## config.mk

```make
export PLATFORM = sky130hd
export DESIGN_NAME = cordic_pair_collector
export DESIGN_NICKNAME = d
export VERILOG_FILES = /design/src/rtl/cordic_pair_collector.sv
export SDC_FILE = /design/constraint.sdc
export NUM_CORES = 1
export LEC_CHECK = 0
export ABC_CLOCK_PERIOD_IN_PS = 2800
export CAP_MARGIN = 20
export CORE_AREA = 2 2 168 170
export CTS_BUF_LIST = sky130_fd_sc_hd__clkbuf_8 sky130_fd_sc_hd__clkbuf_16
export CTS_CLUSTER_DIAMETER = 30
export DETAILED_ROUTE_END_ITERATION = 16
export DIE_AREA = 0 0 170 172
export PLACE_DENSITY = 0.84
export SLEW_MARGIN = 20
export SYNTH_ARGS = -nofsm -noshare
export SYNTH_HDL_FRONTEND = slang
export SYNTH_SLANG_ARGS = --single-unit
```

## constraint.sdc

```tcl
create_clock -name clk -period 2.8 [get_ports clk]
set_input_delay 0.56 -clock clk [delete_from_list [all_inputs] [get_ports clk]]
set_output_delay 0.56 -clock clk [all_outputs]
set_load 0.02 [all_outputs]
```

## src/rtl/cordic_pair_collector.sv

```systemverilog
// cordic_pair_collector: re-pairs serial CORDIC results into {one, two, sum} records
// and buffers them in a 2-entry FIFO with a valid/ack output handshake.
module cordic_pair_collector #(
   parameter int CORDIC_DATA_WIDTH = 22,
   parameter int FLOAT_DATA_WIDTH  = 32,
   parameter int FIFO_DEPTH        = 2
) (
   input  logic                         clk,
   input  logic                         rst,
   input  logic                         clk_en,
   input  logic [CORDIC_DATA_WIDTH-1:0] result_in,
   input  logic [FLOAT_DATA_WIDTH-1:0]  squared_in,
   input  logic                         valid_in,
   input  logic                         pipeline_cleared_in,
   input  logic                         clear_flags,
   input  logic                         out_ack,
   output logic [CORDIC_DATA_WIDTH-1:0] res_one,
   output logic [CORDIC_DATA_WIDTH-1:0] res_two,
   output logic [FLOAT_DATA_WIDTH-1:0]  sq_one,
   output logic [FLOAT_DATA_WIDTH-1:0]  sq_two,
   output logic [CORDIC_DATA_WIDTH:0]   res_sum,
   output logic                         out_valid,
   output logic                         idle,
   output logic                         pair_error,
   output logic                         overflow
);
   localparam int CW = CORDIC_DATA_WIDTH;
   localparam int FW = FLOAT_DATA_WIDTH;
   localparam logic [1:0] FULL = 2'(FIFO_DEPTH);

   typedef enum logic {FIRST, SECOND} state_t;

   typedef struct packed {
      logic [CW:0]   sum;
      logic [CW-1:0] r1;
      logic [CW-1:0] r2;
      logic [FW-1:0] s1;
      logic [FW-1:0] s2;
   } rec_t;

   state_t        state, state_n;
   logic [CW-1:0] one_res;
   logic [FW-1:0] one_sq;
   rec_t          mem [2];
   logic          wr_ptr, rd_ptr;
   logic [1:0]    count;
   logic          pc_hold, pc_eff;
   logic          push, pop, wr, err_set, ovf_set;

   always_comb begin
      state_n = state;
      push    = 1'b0;
      err_set = 1'b0;
      if (state == FIRST)
         state_n = (clk_en & valid_in) ? SECOND : FIRST;
      else begin
         state_n = clk_en ? FIRST : SECOND;
         push    = clk_en & valid_in;
         err_set = clk_en & ~valid_in;
      end
   end

   assign out_valid = (count != 2'd0);
   assign pop       = out_valid & out_ack;
   // A full FIFO still accepts a pair if the head leaves on the same edge.
   assign wr        = push & ((count != FULL) | pop);
   assign ovf_set   = push & (count == FULL) & ~pop;
   assign pc_eff    = clk_en ? pipeline_cleared_in : pc_hold;

   assign res_one = mem[rd_ptr].r1;
   assign res_two = mem[rd_ptr].r2;
   assign sq_one  = mem[rd_ptr].s1;
   assign sq_two  = mem[rd_ptr].s2;
   assign res_sum = mem[rd_ptr].sum;

   always_ff @(posedge clk or negedge rst) begin
      if (!rst) begin
         state      <= FIRST;
         one_res    <= '0;
         one_sq     <= '0;
         wr_ptr     <= 1'b0;
         rd_ptr     <= 1'b0;
         count      <= 2'd0;
         pc_hold    <= 1'b0;
         idle       <= 1'b0;
         pair_error <= 1'b0;
         overflow   <= 1'b0;
         for (int i = 0; i < 2; i++) mem[i] <= '0;
      end else begin
         state <= state_n;
         if (state == FIRST && clk_en && valid_in) begin
            one_res <= result_in;
            one_sq  <= squared_in;
         end
         if (wr) begin
            mem[wr_ptr] <= {{1'b0, one_res} + {1'b0, result_in}, one_res, result_in, one_sq, squared_in};
            wr_ptr      <= ~wr_ptr;
         end
         if (pop) rd_ptr <= ~rd_ptr;
         count      <= count + {1'b0, wr} - {1'b0, pop};
         pc_hold    <= pc_eff;
         idle       <= (state == FIRST) & (count == 2'd0) & pc_eff;
         pair_error <= err_set | (pair_error & ~clear_flags);
         overflow   <= ovf_set | (overflow & ~clear_flags);
      end
   end
endmodule

```

After elaboration in Yosys (flattened, before gate mapping)
Index checks and enable logic that the tools add are counted.

operators by class
  order comparisons = 3
  bitwise operators = 21
  $add $sub $neg = 3
  multiplexer cells = 12
  equality and inequality tests = 2
  reductions and logical operators = 5

operators by type and width
  kind                                                                          count
  131-bit 2-to-1 mux                                                            4
  262-bit bitwise mux                                                           1
  131-bit demux with 1-bit select                                               1
  22-bit by 22-bit adder with 23-bit output                                     1
  1-bit AND                                                                     10
  1-bit 2-to-1 mux                                                              6
  1-bit inverter                                                                6
  2-bit >= comparator, second input constant                                    2
  1-bit inverter with 2-bit output                                              2
  1-bit logical AND                                                             3
  1-bit bitwise OR                                                              3
  2-bit by 1-bit adder with 2-bit output                                        1
  2-bit == test, second input constant                                          1
  2-bit logical NOT                                                             1
  2-bit by 1-bit less-than comparator with 1-bit output, second input constant  1
  2-bit inequality test, second input constant                                  1
  2-bit nonzero test                                                            1
  2-bit by 1-bit subtractor with 2-bit output                                   1

word-level totals
  register bits = 325
  bits of input ports = 61
  logic and storage cells = 66
  output and inout bits = 135

Depth between registers and ports, before layout
Gate-level depths: netlist of run 1.

  depth after elaboration = 6
  depth in mapped cells = 10
  mapped depth without buffers = 10

Worst setup path after synthesis of run 1
OpenSTA, ideal clock, no wires.

  path type = input to register
  start point = in result_in[0]
  end point = reg mem[126] (netlist bit)
  stages on the path = 10
  path slack = 0.129 ns
  path buffers = 0
  setup time = 0.125 ns
  data arrival time = 2.546 ns
  data required time = 2.675 ns
  cell sequence = ha_1 > inv_1 > fa_1 > nand2b_1 > a21oi_1 > o311ai_4 > o311ai_2 > a211oi_2 > xnor2_1 > mux2_2

between the ends
  cells in the longest elaborated chain, start to end = 2

RTL lines
  item                                       line  text
  from (decl)                                11    input logic [CORDIC_DATA_WIDTH-1:0] result_in,
  22-bit by 22-bit adder with 23-bit output  96    mem[wr_ptr] <= {{1'b0, one_res} + {1'b0, result_in}, one_res, result_in, one_sq, squared_in};
  262-bit bitwise mux                        96
  to (signal, indexed assignment)            96
  to (decl)                                  44    rec_t mem [2];

No other way between the ends.
A chain may end at the register's enable or synchronous reset.

Worst setup path in the final report of run 1
  start point = reg rd_ptr
  end point = out res_two[3]

between the ends
  cells in the longest elaborated chain, start to end = 4

RTL lines
  item                                                    line  text
  from (decl)                                             45    logic wr_ptr, rd_ptr;
  from (signal assigned)                                  99    if (pop) rd_ptr <= ~rd_ptr;
  1-bit inverter with 2-bit output (not written as such)  71    assign res_two = mem[rd_ptr].r2;
  131-bit 2-to-1 mux (3 in a row)                         n/a
  to (decl)                                               18    output logic [CORDIC_DATA_WIDTH-1:0] res_two,

No other way between the ends. The select of a mux whose other input is x is not followed.

==> summary.md, run 1 <==
| Metric | Value |
|---|---|
| Mapped cell area | `14800 um^2` |
| Clock slew at reported path FFs | `0.05 ns` |
| Final setup viols | `0` |
| Max Slew Vio Count | `0` |
| Final Net Count | `1882` |
| Clock Latency Late Sink | `approximately 0.57 ns` |
| YS warnings | `0` |
| Width of the die | `~170 um` |
| Ys async rst share | `100%` |
| Row cnt | `61` |
| Initial drt markers | `around 940` |
| Setup crit start kind | `register` |
| Post-route ant nets | `0` |
| Htree depth | `2` |
| Net Switching | `~9000 uW` |
| Seq/Total Area, Yosys | `a little over half` |
| Die Ht | `172 um` |
| Highest clock rate | `about 0.36 GHz` |
| # diodes | `0` |
| Total negative slack | `0 ns` |
| RSZ-0062 raised after global routing | `false` |
| Clk pwr share | `29.9%` |
| Reg2reg start | `one_res[0]$_DFFE_PN0P_` |
| Power share of the sequential group | `between 30 and 40%` |
| Global route overflow | `0` |
| Met3 WL | `about 2600 um` |
| Maximum fanout along the worst path | `6` |
| Clock Path Buffers | `3` |
| Critical Path RT | `between 2 and 2.5 ns` |
| Int Power | `16000 uW` |
| Drt via density | `approximately 5.6` |
| Core footprint | `between 20000 and 30000 um^2` |
| R2R depth | `11` |
| Cell taking the most area after synthesis | `dfrtp_1` |
| Hold_ws | `around 0.022 ns` |
| Worst hold path type | `in -> async` |
| Layout area overhead | `34.7%` |
| DR vias | `about 12000` |
| Routed wl met2 | `approximately 21000 um` |
| Ratio of cells with drive above 1 in the final layout | `a little under a quarter` |
| Most common cell after layout, fill and taps aside | `nand2_1` |
| Combinational power share | `between 30% and 40%` |
| Starting Density | `54.0%` |
| Sink Count | `325` |
| Top_reg_cell synth | `dfrtp_1` |
| Worst slew pin tran | `0.749 ns` |
| Relative slew margins | `roughly half` |
| Clock Skew | `a little over 0.02 ns` |
| Io pins | `196` |
| PD cells | `between 1000 and 1500 nW/um^2` |
| Share of the synthesized area in the top cell type | `54.8%` |
| Most frequent cells in the layout | `nand2_1, dfrtp_1, mux2_2, dlygate4sd2_1, buf_4` |
| Final hold vios | `0` |
| Port bufs | `195` |
| Die area | `~29000 um^2` |
| CTS tree | `built` |
| Vias in the first global route | `approximately 13000` |
| R2r setup slk | `roughly 0.12 ns` |
| Switch share | `approximately 36%` |
| Syn_area_per_cell | `9.73 um^2` |
| Yosys reg bits | `approximately 330` |
| Setup crit end kind | `output pin` |
| Leak | `0.0106 uW` |
| Post-detailed-routing wire length | `roughly 42000 um` |
| Worst VDD drop | `approximately 0.9 mV` |
| Number of max-cap violations | `0` |
| Pin count of the biggest net entering global routing | `between 80 and 90` |
| Initial antenna violation count | `0` |
| WP data arrival | `2.19 ns` |
| Routability congestion estimate | `0.895` |
| RR Endpoint | `mem[257]$_DFFE_PN0P_` |
| GRT Total Usage | `about 28%` |
| Met1 wire length | `approximately 16000 um` |
| Crit share post-route | `a little over nine tenths` |
| Top sig layer | `met4` |
| Drt drc | `0` |
| First-pass GRT wire length | `approximately 66000 um` |
| Status | `finished, final reports clean` |
| WL/cell | `about 19 um` |
| DR pass1 iterations | `6` |
| CP Class | `reg -> out` |
| Minimum clock period | `between 2 and 3 ns` |
| Unique masters post-synth | `43` |
| CTS buffer count | `61` |
| Gate Count Post-Synth | `1524` |
| Hold Buf Count CTS | `0` |
| Detail Placement HPWL | `around 25000 um` |
| Clock Tree Root | `clkbuf_16` |
| Largest cells by area after synthesis | `dfrtp_1, nand2_1, mux2_2` |
| Number of synthesized flops with an enable pin | `0` |
| Syn_nets | `between 1500 and 2000` |
## per-stage QoR
| stage | cell area, um^2 | utilization [%] | power, uW | setup slack, ns | instances |
|---|---|---|---|---|---|
| 5_1_grt | 20000 | 72.7 | 26100 | 0.00305 | 2188 |
| 6_report | 20000 | 72.7 | 24900 | 0.0473 | 2188 |
| 3_3_place_gp | 17800 | 64.8 | 17500 | -0.550 | 2073 |
| 2_1_floorplan | 14800 | - | 13300 | 0.129 | 1524 |
| 3_5_place_dp | 17800 | 64.8 | 17900 | -0.613 | 2073 |
| 4_1_cts | 19900 | 72.4 | 25000 | 0.0000746 | 2187 |
## flip-flops by register name, indices dropped and copies added, names as in the netlist
signal	count
mem	262
one_sq	32
one_res	22
count	2
idle	1
overflow	1
pair_error	1
pc_hold	1
rd_ptr	1
state	1
wr_ptr	1
## worst max-delay path, cell delays in order (launching register included)
cell and delay (ns):
dfrtp_4 0.51, buf_12 0.15, buf_4 0.16, mux2_2 0.22, clkdlybuf4s50_1 0.59
## worst max-delay path by stage
stage                                start              endpoint  slack (ns)  cells after the start
finish                  rd_ptr$_DFFE_PN0N_            res_two[3]        0.05                      4
global route        one_res[0]$_DFFE_PN0P_  mem[130]$_DFFE_PN0P_       0.003                     11
CTS                     rd_ptr$_DFFE_PN0N_           res_one[19]     0.00007                      4
detailed placement            result_in[0]  mem[126]$_DFFE_PN0P_       -0.61                     12
global placement              result_in[0]  mem[126]$_DFFE_PN0P_       -0.55                     12
floorplan                     result_in[0]  mem[126]$_DFFE_PN0P_        0.13                     10
## kinds of logic (layout without fill, tap and decap cells)
group,count (synthesis),in the layout,synth area share [%]
buffers and inverters,95,413,2.57
and+or+nand+nor,774,774,20.2
AOI/OAI and AO/OA,82,82,3.61
DFF,325,325,54.8
adders and majority gates,25,25,2.16
xor gates and xnor gates,20,20,1.18
muxes,203,203,15.4
## Yosys cell counts, types with 7 or more instances
| library cell | instances |
|---|---|
| nand2_1 | 716 |
| dfrtp_1 | 325 |
| mux2_2 | 203 |
| clkbuf_1 | 54 |
| a21oi_1 | 25 |
| ha_1 | 24 |
| o21ai_0 | 24 |
| buf_2 | 20 |
| nor2_1 | 17 |
| xnor2_1 | 14 |
| inv_1 | 11 |
| buf_1 | 10 |
| a21o_1 | 9 |
| nand4_1 | 9 |
| nor3_1 | 7 |
## area by class of cell
cell class,count,area [um^2]
Fill cell,1812,7500
Clock inverter,39,482
Clock buffer,70,1650
Timing Repair Buffer,293,2870
Sequential cell,325,8140
Inverter,11,41.3
Multi-Input combinational cell,1104,6370
Tap cell,346,433
## timing repair
action,in CTS,in global routing
pin swaps,2,2
endpoints found under the setup margin,123,39
hold endpoints to repair,0,0
buffers inserted,5,1
resized for setup,96,34
## power by group through the flow
| stage | Clock [uW] | Sequential, uW | Combinational, uW |
|---|---|---|---|
| 3_3_place_gp | 0 | 7660 | 9830 |
| 6_report | 7450 | 7800 | 9680 |
| 4_1_cts | 7510 | 7770 | 9760 |
| 5_1_grt | 7750 | 8010 | 10400 |
| 2_1_floorplan | 0 | 7400 | 5900 |
| 3_5_place_dp | 0 | 7830 | 10000 |
## per-layer routing
| metal | global-route usage (%) | up-vias |
|---|---|---|
| met5 | 0 | - |
| met4 | 12.4 | 0 |
| met3 | 5.61 | 125 |
| met2 | 50.4 | 514 |
| met1 | 33.2 | 6100 |
| li1 | - | 5505 |
Power figures use the tool's default switching activity.
==> run 2: changes to the inputs <==
--- a/config.mk
+++ b/config.mk
@@ -7,11 +7,11 @@
 export LEC_CHECK = 0
 export ABC_CLOCK_PERIOD_IN_PS = 2800
 export CAP_MARGIN = 20
-export CORE_AREA = 2 2 168 170
+export CORE_AREA = 2 2 150 189
 export CTS_BUF_LIST = sky130_fd_sc_hd__clkbuf_8 sky130_fd_sc_hd__clkbuf_16
 export CTS_CLUSTER_DIAMETER = 30
 export DETAILED_ROUTE_END_ITERATION = 16
-export DIE_AREA = 0 0 170 172
+export DIE_AREA = 0 0 152 191
 export PLACE_DENSITY = 0.84
 export SLEW_MARGIN = 20
 export SYNTH_ARGS = -nofsm -noshare
==> run 2 against run 1 <==
Effect of this change: non-clock buffer count down 10; largest cell class unchanged; clock-buffer cell count down 7; critical path type unchanged; sequential share of layout area up 0.66 points; maximum frequency down 2.7%; first-iteration DRC count down 9.6%; utilization down 0.74 points; the flow now finishes with violations (setup timing); sequential cell count unchanged; largest power group unchanged.
==> summary.md, run 2 (same netlist as run 1, synthesis figures left out) <==
| Metric | Value |
|---|---|
| Io pins | `196 (unchanged)` |
| Status | `complete, but fails checks (was finished, final reports clean)` |
| Hold Startpoint | `result_in[0]` |
| Drt via density | `5.55 (was 5.60)` |
| Global route overflow | `0 (unchanged)` |
| Clock Skew | `0.0263 ns (was 0.0205 ns)` |
| Hold path depth | `3` |
| Relative slew margins | `65.5% (was 50.1%)` |
| Top reg by flops | `mem (unchanged)` |
| Top Registers | `mem: 262 flops, one_sq: 32 flops, one_res: 22 flops (unchanged)` |
| Starting Density | `54.3% (was 54.0%)` |
| WL/cell | `18.7 um (was 19.0 um)` |
| Final Cell Area | `19700 um^2 (was 20000 um^2)` |
| Clock Path Buffers | `3 (unchanged)` |
| Critical Path RT | `2.24 ns (about the same)` |
| Leak | `0.0102 uW (was 0.0106 uW)` |
| Largest register FFs | `262 (unchanged)` |
| Port bufs | `195 (unchanged)` |
| Final setup viols | `9 (was 0)` |
| Maximum fanout along the worst path | `23 (was 6)` |
| Worst hold path type | `in -> reg (was in -> async)` |
| Minimum clock period | `2.83 ns (was 2.75 ns)` |
| Post-detailed-routing wire length | `40800 um (was 41500 um)` |
| Min-Delay Endpoint | `mem[64]$_DFFE_PN0P_` |
| Final Net Count | `1868 (was 1882)` |
| Worst slew pin tran | `0.513 ns (was 0.749 ns)` |
| RSZ-0062 raised after global routing | `true (was false)` |
| First-pass GRT wire length | `65200 um (was 65600 um)` |
| Crit share post-route | `101% (was 98.3%)` |
| Detail Placement HPWL | `24800 um (was 24900 um)` |
| Final core occ | `72.0% (was 72.7%)` |
| Row cnt | `68 (was 61)` |
| Clock Latency Late Sink | `0.57 ns (about the same)` |
| Core footprint | `27300 um^2 (was 27500 um^2)` |
| Critical-path top delay cell | `clkdlybuf4s50_1 (unchanged)` |
| Critical path's top delay family | `buffers and inverters (unchanged)` |
| Failing checks | `setup timing` |
| R2R depth | `11 (unchanged)` |
| Number of max-cap violations | `0 (unchanged)` |
| Sink Count | `325 (unchanged)` |
| CTS buffer count | `57 (was 61)` |
| Initial drt markers | `848 (was 938)` |
| Routability congestion estimate | `0.854 (was 0.895)` |
| Most frequent cells in the layout | `nand2_1, dfrtp_1, mux2_2, clkdlybuf4s50_1, buf_4 (was nand2_1, dfrtp_1, mux2_2, dlygate4sd2_1, buf_4)` |
| Final WS setup | `-0.0288 ns (was 0.0473 ns)` |
| DR vias | `12100 (was 12200)` |
| Final hold vios | `0 (unchanged)` |
| Placement Cell Area | `17700 um^2 (was 17800 um^2)` |
| Width of the die | `152 um (was 170 um)` |
| GRT Total Usage | `27.6% (was 28.2%)` |
| Die area | `29000 um^2 (was 29200 um^2)` |
| CTS tree | `built (unchanged)` |
| Most common cell after layout, fill and taps aside | `nand2_1 (unchanged)` |
| Max Slew Vio Count | `0 (unchanged)` |
| WP data arrival | `2.27 ns (was 2.19 ns)` |
| Reg2reg start | `one_res[0]$_DFFE_PN0P_ (unchanged)` |
| Clock slew at reported path FFs | `0.05 ns (about the same)` |
| Layout area overhead | `32.6% (was 34.7%)` |
| Highest clock rate | `0.354 GHz (was 0.363 GHz)` |
| R2r setup slk | `0.17 ns (was 0.12 ns)` |
| Setup crit end kind | `output pin (unchanged)` |
| Die Ht | `191 um (was 172 um)` |
| Ratio of cells with drive above 1 in the final layout | `23.9% (was 23.1%)` |
| Bufs and invs on worst path | `2 (was 3)` |
| RR Endpoint | `mem[257]$_DFFE_PN0P_ (unchanged)` |
| Hold_ws | `0.324 ns (was 0.0222 ns)` |
| Pin count of the biggest net entering global routing | `67 (was 83)` |
| # diodes | `0 (unchanged)` |
| Htree depth | `2 (unchanged)` |
| CP cell instances | `buf_6, mux2_2, clkdlybuf4s50_1 (was buf_12, buf_4, mux2_2, clkdlybuf4s50_1)` |
| Vias in the first global route | `12800 (was 13100)` |
| Largest stage delay, worst path | `0.55 ns (was 0.59 ns)` |
| Worst VDD drop | `0.847 mV (was 0.891 mV)` |
| Initial antenna violation count | `1 (was 0)` |
| Post-route ant nets | `0 (unchanged)` |
| Setup crit start kind | `register (unchanged)` |
| Drt drc | `0 (unchanged)` |
| Clock Tree Root | `clkbuf_16 (unchanged)` |
| PD cells | `1250 nW/um^2 (about the same)` |
| CP Class | `reg -> out (unchanged)` |
| DR pass1 iterations | `5 (was 6)` |
run 2: cell types whose count changed in the layout (fill, tap and decap cells not counted), moves of 7 or more:
cell / before / now
dlygate4sd2_1: 93 / 8
clkbuf_2: 0 / 37
clkdlybuf4s50_1: 69 / 105
clkdlybuf4s15_1: 0 / 19
buf_4: 81 / 68
inv_1: 13 / 21
dlymetal6s2s_1: 32 / 25
run 2: worst register-to-register path: stages (launching register included):
cell	delay [ns]
dfrtp_1	0.40
ha_2	0.21
inv_1	0.05
fa_1	0.38
nand2b_1	0.18
a21oi_1	0.15
buf_4	0.14
o311ai_4	0.12
o311ai_4	0.30
a211oi_2	0.15
xnor2_1	0.16
mux2_2	0.28
run 2: per-stage QoR:
step | worst slack (ns) | cells | total power (uW) | setup TNS [ns]
finish | -0.0288 | 2179 | 24500 | -0.0924
CTS | -0.114 | 2175 | 24500 | -2.67
global placement | -0.561 | 2068 | 17400 | -7.09
floorplan | 0.129 | 1524 | 13300 | 0
global route | -0.0771 | 2179 | 25700 | -1.25
detailed placement | -0.637 | 2068 | 17700 | -8.81
run 2: timing repair:
item | 4_1_cts | 5_1_grt
buffers inserted | 0 | 2
gates resized for setup | 67 | 121
hold buffers | 1 | 0
endpoints found under the setup margin | 135 | 77
gates cloned | 0 | 2
endpoints found under the hold margin | 56 | 0
pin swaps | 0 | 3
run 2: where the power goes:
group	internal, uW	switching, uW	total, uW
Combinational	4490	5280	9770
Clock	4540	2390	6930
Sequential	6640	1140	7780
run 2: worst max path at each step:
stage / start / to / depth (start not counted)
2_1_floorplan: result_in[0] / mem[126]$_DFFE_PN0P_ / 10
3_3_place_gp: result_in[0] / mem[257]$_DFFE_PN0P_ / 12
3_5_place_dp: result_in[0] / mem[257]$_DFFE_PN0P_ / 12
4_1_cts: rd_ptr$_DFFE_PN0N_ / res_sum[10] / 3
5_1_grt: rd_ptr$_DFFE_PN0N_ / res_one[1] / 4
6_report: rd_ptr$_DFFE_PN0N_ / res_one[16] / 3
run 2: final cells by class:
type,count,area (um^2)
clock inverter,43,434
sequential,325,8140
fill,1808,7650
clock buffer,63,1520
tap,350,438
inverter,11,41.3
timing repair buffer,283,2730
multi-input combinational,1104,6360
run 2: layer usage:
| metal | up-vias | wire, um | GRT usage (%) |
|---|---|---|---|
| li1 | 5493 | - | - |
| met1 | 5990 | 15800 | 33.3 |
| met2 | 491 | 20900 | 47.6 |
| met3 | 125 | 2510 | 5.28 |
| met4 | 2 | 1620 | 13.6 |
| met5 | - | 13 | 0 |
